<file path="config.mk">
export PLATFORM = sky130hd
export DESIGN_NAME = alu_arbiter_flat
export DESIGN_NICKNAME = d
export VERILOG_FILES = /design/src/rtl/alu_arbiter_if.sv /design/src/rtl/alu_arbiter.sv /design/src/flat_wrapper.sv
export SDC_FILE = /design/constraint.sdc
export NUM_CORES = 1
export LEC_CHECK = 0
export BUFFER_PORTS_ARGS = -buffer_cell sky130_fd_sc_hd__buf_2
export CAP_MARGIN = 15
export CORE_AREA = 2 2 109 111
export DETAILED_ROUTE_END_ITERATION = 16
export DIE_AREA = 0 0 111 113
export PLACE_DENSITY = 0.8
export SKIP_LAST_GASP = 1
export SLEW_MARGIN = 15
export SYNTH_ARGS = -nofsm -noshare
export SYNTH_HDL_FRONTEND = slang
export SYNTH_SLANG_ARGS = --single-unit
</file>
<file path="constraint.sdc">
create_clock -name clk -period 4.3 [get_ports clk]
set_input_delay 0.86 -clock clk [delete_from_list [all_inputs] [get_ports clk]]
set_output_delay 0.86 -clock clk [all_outputs]
set_load 0.05 [all_outputs]
</file>
<file path="src/rtl/alu_arbiter_if.sv">
// rtl/alu_arbiter_if.sv - request/response channels between two requesters and the ALU arbiter
interface alu_arbiter_if #(
  parameter int DATA_W = 32,
  parameter int CTRL_W = 4
);
  logic              req0_valid;
  logic              req0_ready;
  logic [DATA_W-1:0] req0_in1;
  logic [DATA_W-1:0] req0_in2;
  logic [CTRL_W-1:0] req0_control;
  logic              req1_valid;
  logic              req1_ready;
  logic [DATA_W-1:0] req1_in1;
  logic [DATA_W-1:0] req1_in2;
  logic [CTRL_W-1:0] req1_control;
  logic              rsp0_valid;
  logic              rsp0_ready;
  logic              rsp1_valid;
  logic              rsp1_ready;
  logic [DATA_W-1:0] rsp_out;
  logic              rsp_zero;
  logic              rsp_neg;

  modport master (
    output req0_valid, req0_in1, req0_in2, req0_control,
    output req1_valid, req1_in1, req1_in2, req1_control,
    output rsp0_ready, rsp1_ready,
    input  req0_ready, req1_ready, rsp0_valid, rsp1_valid,
    input  rsp_out, rsp_zero, rsp_neg
  );

  modport slave (
    input  req0_valid, req0_in1, req0_in2, req0_control,
    input  req1_valid, req1_in1, req1_in2, req1_control,
    input  rsp0_ready, rsp1_ready,
    output req0_ready, req1_ready, rsp0_valid, rsp1_valid,
    output rsp_out, rsp_zero, rsp_neg
  );
endinterface

</file>
<file path="src/rtl/alu_arbiter.sv">
// rtl/alu_arbiter.sv - round-robin sharing of one external combinational ALU between two requesters
module alu_arbiter #(
  parameter int DATA_W    = 32,
  parameter int CTRL_W    = 4,
  parameter int PRIO_INIT = 0
) (
  input  logic              clk,
  input  logic              rst_n,
  alu_arbiter_if.slave      bus,
  output logic [DATA_W-1:0] alu_in1,
  output logic [DATA_W-1:0] alu_in2,
  output logic [CTRL_W-1:0] alu_control,
  input  logic [DATA_W-1:0] alu_out,
  input  logic              alu_zero,
  input  logic              alu_neg,
  output logic              busy
);

  typedef enum logic [1:0] {IDLE, EXEC, RESP} state_t;

  localparam logic PRIO_RST = (PRIO_INIT != 0);

  state_t            state;
  logic              prio;
  logic              owner;
  logic [DATA_W-1:0] in1_q;
  logic [DATA_W-1:0] in2_q;
  logic [CTRL_W-1:0] ctrl_q;
  logic [DATA_W-1:0] res_q;
  logic              zero_q;
  logic              neg_q;
  logic              rsp0_valid_q;
  logic              rsp1_valid_q;
  logic              busy_q;

  logic grant;
  logic any_valid;
  logic owner_ready;

  // A lone requester wins outright; contention falls back to the priority bit.
  always_comb begin
    any_valid = bus.req0_valid | bus.req1_valid;
    grant     = (bus.req0_valid & bus.req1_valid) ? prio : bus.req1_valid;
    owner_ready = owner ? bus.rsp1_ready : bus.rsp0_ready;
  end

  assign bus.req0_ready = (state == IDLE) & bus.req0_valid & ~grant;
  assign bus.req1_ready = (state == IDLE) & bus.req1_valid & grant;

  always_ff @(posedge clk or negedge rst_n) begin
    if (!rst_n) begin
      state        <= IDLE;
      prio         <= PRIO_RST;
      owner        <= 1'b0;
      in1_q        <= '0;
      in2_q        <= '0;
      ctrl_q       <= '0;
      res_q        <= '0;
      zero_q       <= 1'b0;
      neg_q        <= 1'b0;
      rsp0_valid_q <= 1'b0;
      rsp1_valid_q <= 1'b0;
      busy_q       <= 1'b0;
    end else begin
      case (state)
        IDLE: begin
          if (any_valid) begin
            owner  <= grant;
            in1_q  <= grant ? bus.req1_in1 : bus.req0_in1;
            in2_q  <= grant ? bus.req1_in2 : bus.req0_in2;
            ctrl_q <= grant ? bus.req1_control : bus.req0_control;
            busy_q <= 1'b1;
            state  <= EXEC;
          end
        end
        EXEC: begin
          res_q        <= alu_out;
          zero_q       <= alu_zero;
          neg_q        <= alu_neg;
          rsp0_valid_q <= ~owner;
          rsp1_valid_q <= owner;
          state        <= RESP;
        end
        RESP: begin
          // Result is held until the owner takes it; nothing new is accepted meanwhile.
          if (owner_ready) begin
            prio         <= ~owner;
            rsp0_valid_q <= 1'b0;
            rsp1_valid_q <= 1'b0;
            busy_q       <= 1'b0;
            state        <= IDLE;
          end
        end
        default: begin
          rsp0_valid_q <= 1'b0;
          rsp1_valid_q <= 1'b0;
          busy_q       <= 1'b0;
          state        <= IDLE;
        end
      endcase
    end
  end

  assign alu_in1        = in1_q;
  assign alu_in2        = in2_q;
  assign alu_control    = ctrl_q;
  assign bus.rsp_out    = res_q;
  assign bus.rsp_zero   = zero_q;
  assign bus.rsp_neg    = neg_q;
  assign bus.rsp0_valid = rsp0_valid_q;
  assign bus.rsp1_valid = rsp1_valid_q;
  assign busy           = busy_q;

endmodule

</file>
<file path="src/flat_wrapper.sv">
// flat-port wrapper written by rule: the top's interface ports become plain ports
module alu_arbiter_flat 
#(
  parameter int DATA_W    = 32,
  parameter int CTRL_W    = 4,
  parameter int PRIO_INIT = 0
)
  (clk, rst_n, alu_in1, alu_in2, alu_control, alu_out, alu_zero, alu_neg, busy, bus_req0_valid, bus_req0_in1, bus_req0_in2, bus_req0_control, bus_req1_valid, bus_req1_in1, bus_req1_in2, bus_req1_control, bus_rsp0_ready, bus_rsp1_ready, bus_req0_ready, bus_req1_ready, bus_rsp0_valid, bus_rsp1_valid, bus_rsp_out, bus_rsp_zero, bus_rsp_neg);
  alu_arbiter_if #(.DATA_W(DATA_W), .CTRL_W(CTRL_W)) bus_i ();
  input  logic clk;
  input  logic rst_n;
  output logic [DATA_W-1:0] alu_in1;
  output logic [DATA_W-1:0] alu_in2;
  output logic [CTRL_W-1:0] alu_control;
  input  logic [DATA_W-1:0] alu_out;
  input  logic alu_zero;
  input  logic alu_neg;
  output logic busy;
  input wire logic [$bits(bus_i.req0_valid)-1:0] bus_req0_valid;
  input wire logic [$bits(bus_i.req0_in1)-1:0] bus_req0_in1;
  input wire logic [$bits(bus_i.req0_in2)-1:0] bus_req0_in2;
  input wire logic [$bits(bus_i.req0_control)-1:0] bus_req0_control;
  input wire logic [$bits(bus_i.req1_valid)-1:0] bus_req1_valid;
  input wire logic [$bits(bus_i.req1_in1)-1:0] bus_req1_in1;
  input wire logic [$bits(bus_i.req1_in2)-1:0] bus_req1_in2;
  input wire logic [$bits(bus_i.req1_control)-1:0] bus_req1_control;
  input wire logic [$bits(bus_i.rsp0_ready)-1:0] bus_rsp0_ready;
  input wire logic [$bits(bus_i.rsp1_ready)-1:0] bus_rsp1_ready;
  output wire logic [$bits(bus_i.req0_ready)-1:0] bus_req0_ready;
  output wire logic [$bits(bus_i.req1_ready)-1:0] bus_req1_ready;
  output wire logic [$bits(bus_i.rsp0_valid)-1:0] bus_rsp0_valid;
  output wire logic [$bits(bus_i.rsp1_valid)-1:0] bus_rsp1_valid;
  output wire logic [$bits(bus_i.rsp_out)-1:0] bus_rsp_out;
  output wire logic [$bits(bus_i.rsp_zero)-1:0] bus_rsp_zero;
  output wire logic [$bits(bus_i.rsp_neg)-1:0] bus_rsp_neg;
  assign bus_i.req0_valid = bus_req0_valid;
  assign bus_i.req0_in1 = bus_req0_in1;
  assign bus_i.req0_in2 = bus_req0_in2;
  assign bus_i.req0_control = bus_req0_control;
  assign bus_i.req1_valid = bus_req1_valid;
  assign bus_i.req1_in1 = bus_req1_in1;
  assign bus_i.req1_in2 = bus_req1_in2;
  assign bus_i.req1_control = bus_req1_control;
  assign bus_i.rsp0_ready = bus_rsp0_ready;
  assign bus_i.rsp1_ready = bus_rsp1_ready;
  assign bus_req0_ready = bus_i.req0_ready;
  assign bus_req1_ready = bus_i.req1_ready;
  assign bus_rsp0_valid = bus_i.rsp0_valid;
  assign bus_rsp1_valid = bus_i.rsp1_valid;
  assign bus_rsp_out = bus_i.rsp_out;
  assign bus_rsp_zero = bus_i.rsp_zero;
  assign bus_rsp_neg = bus_i.rsp_neg;
  alu_arbiter #(.DATA_W(DATA_W), .CTRL_W(CTRL_W), .PRIO_INIT(PRIO_INIT)) u_core (.clk(clk), .rst_n(rst_n), .bus(bus_i), .alu_in1(alu_in1), .alu_in2(alu_in2), .alu_control(alu_control), .alu_out(alu_out), .alu_zero(alu_zero), .alu_neg(alu_neg), .busy(busy));
endmodule
</file>
## Yosys cells after proc, flatten, opt, wreduce, memory -nomap -nowiden

Index checks and enable logic that the tools add are counted.

- $add $sub $neg: 0
- Multiply operators: 0
- Div/mod/pow operators: 0
- Magnitude comparators: 0
- Equality and inequality tests: 4
- Shift operators: 0
- Muxes and demuxes: 13
- Bitwise operators: 10
- Reductions and logical operators: 6

Operators by type and width:

| operator | count |
|---|---|
| $mux 32 | 2 |
| $pmux 1 s3 | 3 |
| $reduce_and 2->1 | 4 |
| $pmux 2 s3 | 1 |
| $and 1x1->1 | 5 |
| $mux 1 | 4 |
| $mux 2 | 2 |
| $mux 4 | 1 |
| $ne 2x1->1 const B | 2 |
| $not 1->1 | 4 |
| $reduce_and 3->1 | 1 |
| $eq 2x1->1 const B | 1 |
| $eq 2x2->1 const B | 1 |
| $logic_not 2->1 | 1 |
| $or 1x1->1 | 1 |

- Register bits: 109
- Bits in latches: 0
- Bits in writable memories: 0
- ROM bits: 0
- Logic and storage cells: 45
- Memories: 0

## Longest topological paths before layout

- Depth in word-level cells: 4
- Gate-level depth with buffers: 7

## Worst setup path after synthesis

Ideal clock, no wire load.

- Kind: input to output
- From: in bus_req0_valid
- To: out bus_req1_ready
- Arrival time: 1.965 ns
- Required time: 3.440 ns
- Setup slack: 1.475 ns
- Cell stages on the path: 5
- Path buffers: 2
- Cells stage by stage: nand2b_1 > buf_2 > buf_2 > nand2_1 > nor2_1

- Longest elaborated chain between the ends: 3

RTL lines:

| what | line | text |
|---|---|---|
| start: declaration | flat_wrapper.sv:19 | `input wire logic [$bits(bus_i.req0_valid)-1:0] bus_req0_valid;` |
| $and 1x1->1 | alu_arbiter.sv:43 | `grant = (bus.req0_valid & bus.req1_valid) ? prio : bus.req1_valid;` |
| $mux 1 | alu_arbiter.sv:43 |  |
| $and 1x1->1 | alu_arbiter.sv:48 | `assign bus.req1_ready = (state == IDLE) & bus.req1_valid & grant;` |
| end: declaration | flat_wrapper.sv:30 | `output wire logic [$bits(bus_i.req1_ready)-1:0] bus_req1_ready;` |

No other way between the ends.

## Worst setup path after layout

- From: reg u_core.state[0]
- To: out bus_req0_ready

- Longest elaborated chain between the ends: 3

RTL lines:

| what | line | text |
|---|---|---|
| start: declaration | alu_arbiter.sv:23 | `state_t state;` |
| start signal: assignment | alu_arbiter.sv:52 | `state <= IDLE;` |
| start signal: assignment | alu_arbiter.sv:73 | `state <= EXEC;` |
| start signal: assignment | alu_arbiter.sv:82 | `state <= RESP;` |
| $logic_not 2->1 | alu_arbiter.sv:47 | `assign bus.req0_ready = (state == IDLE) & bus.req0_valid & ~grant;` |
| $and 1x1->1 (2 in a row) | alu_arbiter.sv:47 |  |
| end: declaration | flat_wrapper.sv:29 | `output wire logic [$bits(bus_i.req0_ready)-1:0] bus_req0_ready;` |

No other way between the ends.

==> results.toml <==
[clocking]
postCtsHoldBufs = 0
cts_root_buffer = "clkbuf_16"
clk_pin_slew_ns = 0.07
cts_buffer_depth = 2
cts_max_level = 3
post_cts_buffers = 0
clock-sinks = 109
cts_buffers = 9
clk_latency_ns = 0.34
cts_tree = "done"
ctsResizeCount = 0

[sta]
timing.hold.ws_ns = 0.503
rsz0062_at_grt = "no"
slew-limit-headroom_pct = 26.1
fmax_mhz = 344
final_hold_viol_count = 0
fin_tns_setup_ns = 0
finalSetupViolCount = 0
finClkSkew_ns = 0.00777
tightest_slew_ns = 1.11
finalCriticalPeriod_ns = 2.90
fin_ws_ns = 1.40
fin_crit_sh_pct = 67.5
slew_viol_final = 0

[power_and_ir_drop]
clkPwrFrac_pct = 12.2
ir_drop_uv = 581
totalPowerFinal_mw = 6.36
pwr_density_cell_mw_per_mm2 = 952
switchingPower_mw = 3.48
combinationalPowerShare_pct = 58.4
intPower_mw = 2.88
leakage_nw = 3.09
seq_power_share_pct = 29.4
switching_share_pct = 54.7

[synth]
synth_ff_type = "dfrtp_1"
synthTopCellsByArea = "dfrtp_1, a31oi_1, mux2_2, a21oi_1, nand3_1"
ys_types = 28
synthCells = 500
synthArstFlopShare_pct = 100
syn_avg_cell_area_um2 = 10.0
synth-edff-count = 0
yosysTopAreaCell = "dfrtp_1"
ys_ff_latch = 109
syn_area_mm2 = 0.00502
syn_nets = 676
seq_area_frac_synth_pct = 54.4
yosys_warnings = 0
synth.top_cell.area_share_pct = 54.4

[final_layout]
n_fill_cell = 951
syn_to_final_growth_pct = 33.1
fin_area_mm2 = 0.00668
nets = 920
post_route_cells_drive_above_1_share_pct = 46.5
finalNonFillerCells = 893
final_util_pct = 59.3

[run]
max_cap_viol_count = 0

[drt]
viasPerCell = 5.82
num_vias = 5194
postRouteAntennaNets = 0
drtIter0Drc = 668
drc_errors = 0
wirelength_mm = 16.1
drtPass1Iterations = 5
avgRoutedWirePerCell_um = 18.0

[placement]
io_buffers = 282
gp_congestion = 0.903
placed_area_mm2 = 0.00640
hpwl_mm = 11.1
placed_cells = 876
pre_cts_ws_ns = 1.38

[setup_path]
cp-end-kind = "output pin"
cp.arrival_ns = 2.04
cp_top_family = "simple AND/OR/NAND/NOR gates"
cp_slowest_cell = "nor2_4"
start_kind = "flop"
crit_buf_inv = 1
crit_type = "flop to output pin"
cp_cell_sequence = "nor2_4 -> and3_1 -> buf_2"
crit_required_ns = 3.44
cpPeakStageDelay_ns = 0.69
path_max_fanout = 39

[floorplanning]
rows = 39
fp.dieH_um = 113
die_w_um = 111
start_util_pct = 44.5
io_pins = 283
core-area_mm2 = 0.0113
die_area_mm2 = 0.0125

[worst_hold_path]
min_path_type = "flop to flop"

[global_route]
overflow = 0
track_usage_pct = 24.8
grt_antenna_before_repair = 1
grt_pass1_wl_mm = 25.4
grt_pass1_vias = 5063
grt_max_degree = 71

[status]
run_status = "finished, final reports clean"
==> sequential cells by signal, indices dropped and copies added, names as in the netlist, 2 cells and up <==
register and flops:
u_core.alu_control 4, u_core.alu_in1 32, u_core.alu_in2 32, u_core.bus.rsp_out 32, u_core.state 2
==> kinds of logic after synthesis <==
family / count (synthesis) / synth area share [%]
AO/OA/AOI/OAI: 212 / 23.4
buffers and inverters: 62 / 6.08
flip-flops: 109 / 54.4
multiplexers: 36 / 8.03
AND/OR/NAND/NOR: 81 / 8.15
==> layout by cell type (no fill, tap or decap), drive strengths merged, types with 2 or more instances in the layout <==
| cell type | count |
|---|---|
| o2bb2ai | 2 |
| clkbuf | 10 |
| dfrtp | 109 |
| nor2 | 3 |
| clkinv | 4 |
| nand2 | 3 |
| a31oi | 69 |
| a21oi | 69 |
| mux2i | 2 |
| nand3 | 68 |
| mux2 | 34 |
| o21ai | 68 |
| buf | 291 |
| inv | 5 |
==> cells in the mapped netlist, drive strengths merged, types with 2 or more instances <==
library cell    n
nor2            3
o2bb2ai         2
buf            21
o21ai          68
a31oi          69
nand3          68
dfrtp         109
mux2           34
a21oi          69
inv             4
nand2           3
clkbuf         37
mux2i           2
==> layer usage <==
layer | vias to the layer above | share of wire [%] | track usage [%]
met5 | - | 0 | 0
met4 | 0 | 2.0 | 8.00
met3 | 34 | 7.2 | 4.12
met2 | 313 | 51 | 42.1
met1 | 2503 | 39 | 32.9
li1 | 2344 | - | -
==> layout make-up <==
class                      instances  area, um^2  area share, %
tap                              143         179           2.68
clock inverter                     6        47.5          0.712
multi-input combinational        329        2000           29.9
clock buffer                      10         229           3.43
sequential                       109        2730           40.8
inverter                           4        15.0          0.225
timing repair buffer             291        1480           22.2
antenna                            1        2.50         0.0375
==> power by group through the flow <==
stage,combinational (mW),sequential (mW),clock (mW)
after floorplan,1.14,3.57,0
after global placement,3.66,1.85,0
after detailed placement,3.74,1.87,0
after CTS,3.73,1.86,0.794
after global routing,3.91,1.92,0.830
final,3.71,1.87,0.776
==> path summary, 6_finish.rpt <==
path / start / end / slack [ns] / cells after the start
min in group asynchronous: rst_n / u_core.bus.rsp_out[20]$_DFFE_PN0N_ / 0.65 / 1
worst max register to register: u_core.state[0]$_DFFE_PN0P_ / u_core.alu_in1[13]$_DFFE_PN0P_ / 1.60 / 4
worst min-delay path: u_core.bus.rsp_out[26]$_DFFE_PN0N_ / u_core.bus.rsp_out[26]$_DFFE_PN0N_ / 0.50 / 1
max in group asynchronous: rst_n / u_core.alu_in1[7]$_DFFE_PN0P_ / 2.82 / 2
worst max-delay path: u_core.state[0]$_DFFE_PN0P_ / bus_req0_ready / 1.40 / 3
worst min register to register: u_core.bus.rsp_out[26]$_DFFE_PN0N_ / u_core.bus.rsp_out[26]$_DFFE_PN0N_ / 0.50 / 1
Note: power is estimated with default switching activity, not from simulation.
